File: config.mk
export PLATFORM = sky130hd
export DESIGN_NAME = instr_fetch_unit_flat
export DESIGN_NICKNAME = d
export VERILOG_FILES = /design/src/rtl/instr_fetch_unit_if.sv /design/src/rtl/instr_fetch_unit.sv /design/src/flat_wrapper.sv
export SDC_FILE = /design/constraint.sdc
export NUM_CORES = 1
export LEC_CHECK = 0
export CAP_MARGIN = 5
export CELL_PAD_IN_SITES_DETAIL_PLACEMENT = 0
export CELL_PAD_IN_SITES_GLOBAL_PLACEMENT = 1
export CORE_ASPECT_RATIO = 1.5
export CORE_MARGIN = 1.5
export CORE_UTILIZATION = 47
export DETAILED_ROUTE_END_ITERATION = 10
export GPL_TIMING_DRIVEN = 0
export PLACE_DENSITY = 0.82
export SLEW_MARGIN = 20
export SYNTH_ARGS = -nofsm -noshare
export SYNTH_HDL_FRONTEND = slang
export SYNTH_SLANG_ARGS = --single-unit
export TNS_END_PERCENT = 10
File: constraint.sdc
create_clock -name clk -period 2.26 [get_ports clk]
set_clock_uncertainty 0.2 [all_clocks]
set_input_delay 0.339 -clock clk [delete_from_list [all_inputs] [get_ports clk]]
set_output_delay 0.339 -clock clk [all_outputs]
set_load 0.02 [all_outputs]
File: src/rtl/instr_fetch_unit_if.sv
// Bus bundle for the instruction fetch unit: burst loader inputs, fetch port
// inputs, and the fetched-word / loader status outputs.
interface instr_fetch_unit_if #(
    parameter int DATA_W = 8,
    parameter int ADDR_W = 5
);
    // Loader side
    logic              load_start;
    logic [ADDR_W-1:0] load_address;
    logic              load;
    logic              is_instruction;
    logic [DATA_W-1:0] cpu_input;
    logic              load_end;

    // Fetch side
    logic [ADDR_W-1:0] program_counter;
    logic              fetch_req;
    logic              stall;

    // Results and status
    logic [DATA_W-1:0] instruction;
    logic              instr_valid;
    logic              load_busy;
    logic              load_done;
    logic [ADDR_W:0]   load_count;
    logic              load_overflow;

    // Driver of the unit (program loader plus control unit)
    modport master (
        output load_start, load_address, load, is_instruction, cpu_input, load_end,
        output program_counter, fetch_req, stall,
        input  instruction, instr_valid, load_busy, load_done, load_count, load_overflow
    );

    // The instruction fetch unit itself
    modport slave (
        input  load_start, load_address, load, is_instruction, cpu_input, load_end,
        input  program_counter, fetch_req, stall,
        output instruction, instr_valid, load_busy, load_done, load_count, load_overflow
    );
endinterface

File: src/rtl/instr_fetch_unit.sv
// Instruction store with a burst loader FSM and a registered, stallable
// fetch port. Words are streamed in from a programmed base address; the
// fetch side returns mem[program_counter] one cycle after a request.
module instr_fetch_unit #(
    parameter int DATA_W = 8,
    parameter int ADDR_W = 5,
    parameter int DEPTH  = 1 << ADDR_W
) (
    input  logic               clk,
    input  logic               rst_n,
    instr_fetch_unit_if.slave  bus
);

    typedef enum logic [1:0] {
        IDLE,
        LOAD,
        DONE
    } state_t;

    localparam logic [ADDR_W:0]   DEPTH_CNT = (ADDR_W + 1)'(DEPTH);
    localparam logic [ADDR_W-1:0] LAST_ADDR = ADDR_W'(DEPTH - 1);

    state_t              state;
    state_t              state_nxt;
    logic [ADDR_W-1:0]   wptr;
    logic [ADDR_W:0]     count;
    logic                overflow;
    logic                restart;
    logic                wr_req;
    logic                wr_en;
    logic [DATA_W-1:0]   mem [DEPTH];

    // Loader state register.
    // NOTE: every clocked block uses non-blocking (<=) assignments so all
    // registers update together from the values seen before the edge.
    always_ff @(posedge clk or negedge rst_n) begin
        if (!rst_n) state <= IDLE;
        else        state <= state_nxt;
    end

    // Next-state logic plus write qualification for the loader.
    // NOTE: every signal driven here is given a default first so no path
    // leaves it unassigned, which would otherwise infer a latch.
    always_comb begin
        state_nxt = state;
        restart   = 1'b0;
        wr_req    = 1'b0;
        unique case (state)
            IDLE: begin
                if (bus.load_start) begin
                    state_nxt = LOAD;
                    restart   = 1'b1;
                end
            end
            LOAD: begin
                if (bus.load_start) begin
                    // Restart wins over end; any write strobe in this cycle
                    // belongs to the abandoned burst and is dropped.
                    state_nxt = LOAD;
                    restart   = 1'b1;
                end else begin
                    wr_req = bus.load && bus.is_instruction;
                    if (bus.load_end) state_nxt = DONE;
                end
            end
            DONE:    state_nxt = IDLE;
            default: state_nxt = IDLE;
        endcase
        // Only accept a word while there is still room in this burst.
        wr_en = wr_req && (count < DEPTH_CNT);
    end

    // Write pointer, per-burst word count and sticky overflow flag.
    always_ff @(posedge clk or negedge rst_n) begin
        if (!rst_n) begin
            wptr     <= '0;
            count    <= '0;
            overflow <= 1'b0;
        end else if (restart) begin
            wptr     <= bus.load_address;
            count    <= '0;
            overflow <= 1'b0;
        end else if (wr_en) begin
            wptr  <= (wptr == LAST_ADDR) ? '0 : wptr + 1'b1;
            count <= count + 1'b1;
        end else if (wr_req) begin
            overflow <= 1'b1;
        end
    end

    // Instruction storage write port.
    // NOTE: the array has no reset so it maps onto plain RAM; contents are
    // undefined until a burst writes them.
    always_ff @(posedge clk) begin
        if (wr_en) mem[wptr] <= bus.cpu_input;
    end

    // Registered fetch port: loading blocks fetches, stall holds, else fetch.
    always_ff @(posedge clk or negedge rst_n) begin
        if (!rst_n) begin
            bus.instruction <= '0;
            bus.instr_valid <= 1'b0;
        end else if (state == LOAD) begin
            bus.instr_valid <= 1'b0;
        end else if (bus.stall) begin
            bus.instr_valid <= bus.instr_valid;
        end else if (bus.fetch_req) begin
            bus.instruction <= mem[bus.program_counter];
            bus.instr_valid <= 1'b1;
        end else begin
            bus.instr_valid <= 1'b0;
        end
    end

    assign bus.load_busy     = (state == LOAD);
    assign bus.load_done     = (state == DONE);
    assign bus.load_count    = count;
    assign bus.load_overflow = overflow;

endmodule

File: src/flat_wrapper.sv
// flat-port wrapper written by rule: the top's interface ports become plain ports
module instr_fetch_unit_flat 
#(
    parameter int DATA_W = 8,
    parameter int ADDR_W = 5,
    parameter int DEPTH  = 1 << ADDR_W
)
  (clk, rst_n, bus_load_start, bus_load_address, bus_load, bus_is_instruction, bus_cpu_input, bus_load_end, bus_program_counter, bus_fetch_req, bus_stall, bus_instruction, bus_instr_valid, bus_load_busy, bus_load_done, bus_load_count, bus_load_overflow);
  instr_fetch_unit_if #(.DATA_W(DATA_W), .ADDR_W(ADDR_W)) bus_i ();
  input  logic clk;
  input  logic rst_n;
  input wire logic [$bits(bus_i.load_start)-1:0] bus_load_start;
  input wire logic [$bits(bus_i.load_address)-1:0] bus_load_address;
  input wire logic [$bits(bus_i.load)-1:0] bus_load;
  input wire logic [$bits(bus_i.is_instruction)-1:0] bus_is_instruction;
  input wire logic [$bits(bus_i.cpu_input)-1:0] bus_cpu_input;
  input wire logic [$bits(bus_i.load_end)-1:0] bus_load_end;
  input wire logic [$bits(bus_i.program_counter)-1:0] bus_program_counter;
  input wire logic [$bits(bus_i.fetch_req)-1:0] bus_fetch_req;
  input wire logic [$bits(bus_i.stall)-1:0] bus_stall;
  output wire logic [$bits(bus_i.instruction)-1:0] bus_instruction;
  output wire logic [$bits(bus_i.instr_valid)-1:0] bus_instr_valid;
  output wire logic [$bits(bus_i.load_busy)-1:0] bus_load_busy;
  output wire logic [$bits(bus_i.load_done)-1:0] bus_load_done;
  output wire logic [$bits(bus_i.load_count)-1:0] bus_load_count;
  output wire logic [$bits(bus_i.load_overflow)-1:0] bus_load_overflow;
  assign bus_i.load_start = bus_load_start;
  assign bus_i.load_address = bus_load_address;
  assign bus_i.load = bus_load;
  assign bus_i.is_instruction = bus_is_instruction;
  assign bus_i.cpu_input = bus_cpu_input;
  assign bus_i.load_end = bus_load_end;
  assign bus_i.program_counter = bus_program_counter;
  assign bus_i.fetch_req = bus_fetch_req;
  assign bus_i.stall = bus_stall;
  assign bus_instruction = bus_i.instruction;
  assign bus_instr_valid = bus_i.instr_valid;
  assign bus_load_busy = bus_i.load_busy;
  assign bus_load_done = bus_i.load_done;
  assign bus_load_count = bus_i.load_count;
  assign bus_load_overflow = bus_i.load_overflow;
  instr_fetch_unit #(.DATA_W(DATA_W), .ADDR_W(ADDR_W), .DEPTH(DEPTH)) u_core (.clk(clk), .rst_n(rst_n), .bus(bus_i));
endmodule
==> results.json <==
{
  "outcome": "finished with violations",
  "failed_checks": "setup timing",
  "synth.area.top_cells": "edfxtp_1 (68%), mux2i_1 (11%), dfrtp_1 (5.1%), a22oi_1 (2.2%), a221oi_2 (1.5%)",
  "drc": 0,
  "fp.dieH_um": 192.6,
  "path_class": "reg -> reg",
  "finalPower_mw": 11.13,
  "maxSlewViolCount": 0,
  "critPathMaxFanout": 9,
  "drt_iter0_drc": 461,
  "synth_ff_type": "edfxtp_1",
  "slew-limit-headroom_pct": 54.59,
  "cts_max_path_buffers": 3,
  "period_share_pct": 101.6,
  "hold_violations": 0,
  "synth_largest_area_cell": "edfxtp_1",
  "setup_viol": 34,
  "grt_pass1_vias": 6570,
  "syn_nets": 689,
  "core-area_mm2": 0.02366,
  "ant_nets": 0,
  "netlist_instances": 657,
  "p_per_area_mw_per_mm2": 817.7,
  "area_growth_pct": 20.81,
  "grt_pass1_wl_mm": 37.27,
  "synth.distinct_cells": 42,
  "die-area_mm2": 0.02493,
  "vdd_drop_max_uv": 580.5,
  "grt-ovfl-total": 0,
  "grt.total_usage_pct": 20.52,
  "synth_top_area_share_pct": 68.22,
  "yosys_warnings": 0,
  "cts_tree": "built",
  "portBuffers": 42,
  "layout.nets": 778,
  "p_leak_nw": 4.823,
  "drt-vias-per-instance": 5.696,
  "synth-edff-count": 256,
  "synthMostInstantiatedCell": "edfxtp_1",
  "place.gp.congestion": 0.8328,
  "antenna_cells": 0,
  "num_rows": 69,
  "clk_latency_ns": 0.52,
  "start_kind": "flip-flop",
  "whs_ns": 0.1501,
  "htree_levels": 1,
  "required_ns": 2.22,
  "rsz0062_at_grt": "true",
  "hpwl_mm": 16.35,
  "dr.pass1.iters": 5,
  "ys_seq_area_share_pct": 73.33,
  "crit_arrival_ns": 2.26,
  "cts_buffers": 24,
  "max_cap_viol_count": 0,
  "antenna_found_initial": 0,
  "max_freq_ghz": 0.4354,
  "wl_mm": 25.07,
  "numClockSinks": 279,
  "setup_tns_ns": -0.6217,
  "grt_max_degree": 33,
  "postSynthAreaPerCell_um2": 17.15,
  "setup_slack_ns": -0.03667,
  "cts_root_buffer": "clkbuf_16",
  "ios": 44,
  "vias": 6169,
  "hold_path.class": "in -> async",
  "die_w_um": 129.4,
  "synthTopCellsByCount": "edfxtp_1 (256), mux2i_1 (129), nor2_1 (43)",
  "initial_core_util_pct": 47.64,
  "wl_per_cell_um": 23.15,
  "async_flop_share_pct": 8.244,
  "tightest_slew_ns": 0.6811,
  "synth_area_mm2": 0.01127,
  "ys_ff_latch": 279,
  "final_util_pct": 57.55,
  "drive_gt1_share_pct": 21.07,
  "clk_pin_slew_ns": 0.07,
  "post-place-ws_ns": -1.107,
  "final.min_clock_period_ns": 2.297,
  "crit_path_end_kind": "flip-flop",
  "nFillCells": 1793
}
==> state kept, by name (all words and copies together), names as in the netlist <==
signal,cells
u_core.bus.load_count,6
u_core.state,2
u_core.bus.load_overflow,1
u_core.bus.instruction,8
u_core.bus.instr_valid,1
u_core.mem,256
u_core.wptr,5
==> routing by layer <==
layer | vias up | wire, um | global-route usage [%]
met1 | 3090 | 9226 | 22.62
met5 | - | 0 | 0
li1 | 2779 | - | -
met2 | 224 | 13210 | 37.40
met4 | 0 | 1498 | 12.44
met3 | 76 | 1136 | 2.523
==> worst max-delay path, stage by stage, from the launching register on <==
cell and delay [ns]:
dfrtp_1 0.41, nand2b_1 0.26, nor4_4 0.26, nand2_2 0.32, nor2_2 0.48
==> metrics by stage <==
step,instance area (um2),std cells
6_report,13610,1083
5_1_grt,13610,1083
4_1_cts,13600,1083
3_5_place_dp,12080,1018
3_3_place_gp,12090,1018
2_1_floorplan,11270,657
==> report_power, final <==
group          switching (mW)  internal (mW)  total [mW]
logic                   0.566          0.355       0.921
clock network            1.78           2.68        4.45
registers              0.0539           5.70        5.76
total                    2.40           8.73        11.1
==> final timing paths <==
check	startpoint	endpoint	slack, ns	cells past startpoint
setup / recovery	u_core.state[1]	u_core.mem[27][7]	-0.04	4
min in group clk	bus_cpu_input[4]	u_core.mem[9][4]	0.16	1
hold / removal	rst_n	u_core.bus.load_count[0]	0.15	2
max in group asynchronous	rst_n	u_core.state[0]	1.30	2
hold reg to reg	u_core.bus.instruction[0]	u_core.bus.instruction[0]	0.31	2
setup reg to reg	u_core.state[1]	u_core.mem[27][7]	-0.04	4
==> final cells by class <==
| class | count | area [um2] | area share [%] |
|---|---|---|---|
| Sequential cell | 279 | 8263 | 60.70 |
| Multi-Input combinational cell | 338 | 3043 | 22.35 |
| Timing Repair Buffer | 63 | 749.5 | 5.505 |
| Clock buffer | 33 | 675.6 | 4.963 |
| Tap cell | 319 | 399.1 | 2.932 |
| Buffer | 36 | 277.8 | 2.040 |
| Clock inverter | 11 | 190.2 | 1.397 |
| Inverter | 4 | 15.01 | 0.1103 |
==> kinds of logic (layout without fill, tap and decap cells) <==
group                    after synthesis  after routing  share of synthesized area [%]
XOR/XNOR                               3              3                         0.2332
multiplexers                         130            130                          11.56
flip-flops                           279            279                          73.33
adder cells (fa/ha/maj)                6              6                         0.6662
buffers and inverters                 40            147                          2.443
AND/OR/NAND/NOR                       92             92                          3.820
AO/OA/AOI/OAI                        107            107                          7.950
==> repair_timing <==
item                                    CTS  global route
resized for setup                        82            12
hold buffers                              1             0
hold endpoints to repair                 23             0
buffers inserted                         20             0
endpoints found under the setup margin  265           219
pin swaps                                20             5
==> cell usage in the layout (no fill, tap or decap), types with 6 or more instances in the layout <==
cell	netlist	routed
buf_12	3	20
buf_4	4	9
nor2_1	43	10
nor2_2	0	6
buf_2	6	15
a22oi_1	33	33
nor2_4	0	27
nand2_1	21	17
a221oi_2	11	14
clkbuf_2	1	6
dfrtp_1	23	23
mux2i_1	129	129
a21oi_1	17	17
a22o_1	16	16
o22ai_1	10	6
clkbuf_16	0	25
clkbuf_1	14	12
clkdlybuf4s50_1	0	31
edfxtp_1	256	256
ha_1	6	6
(Power assumes the default switching activity.)
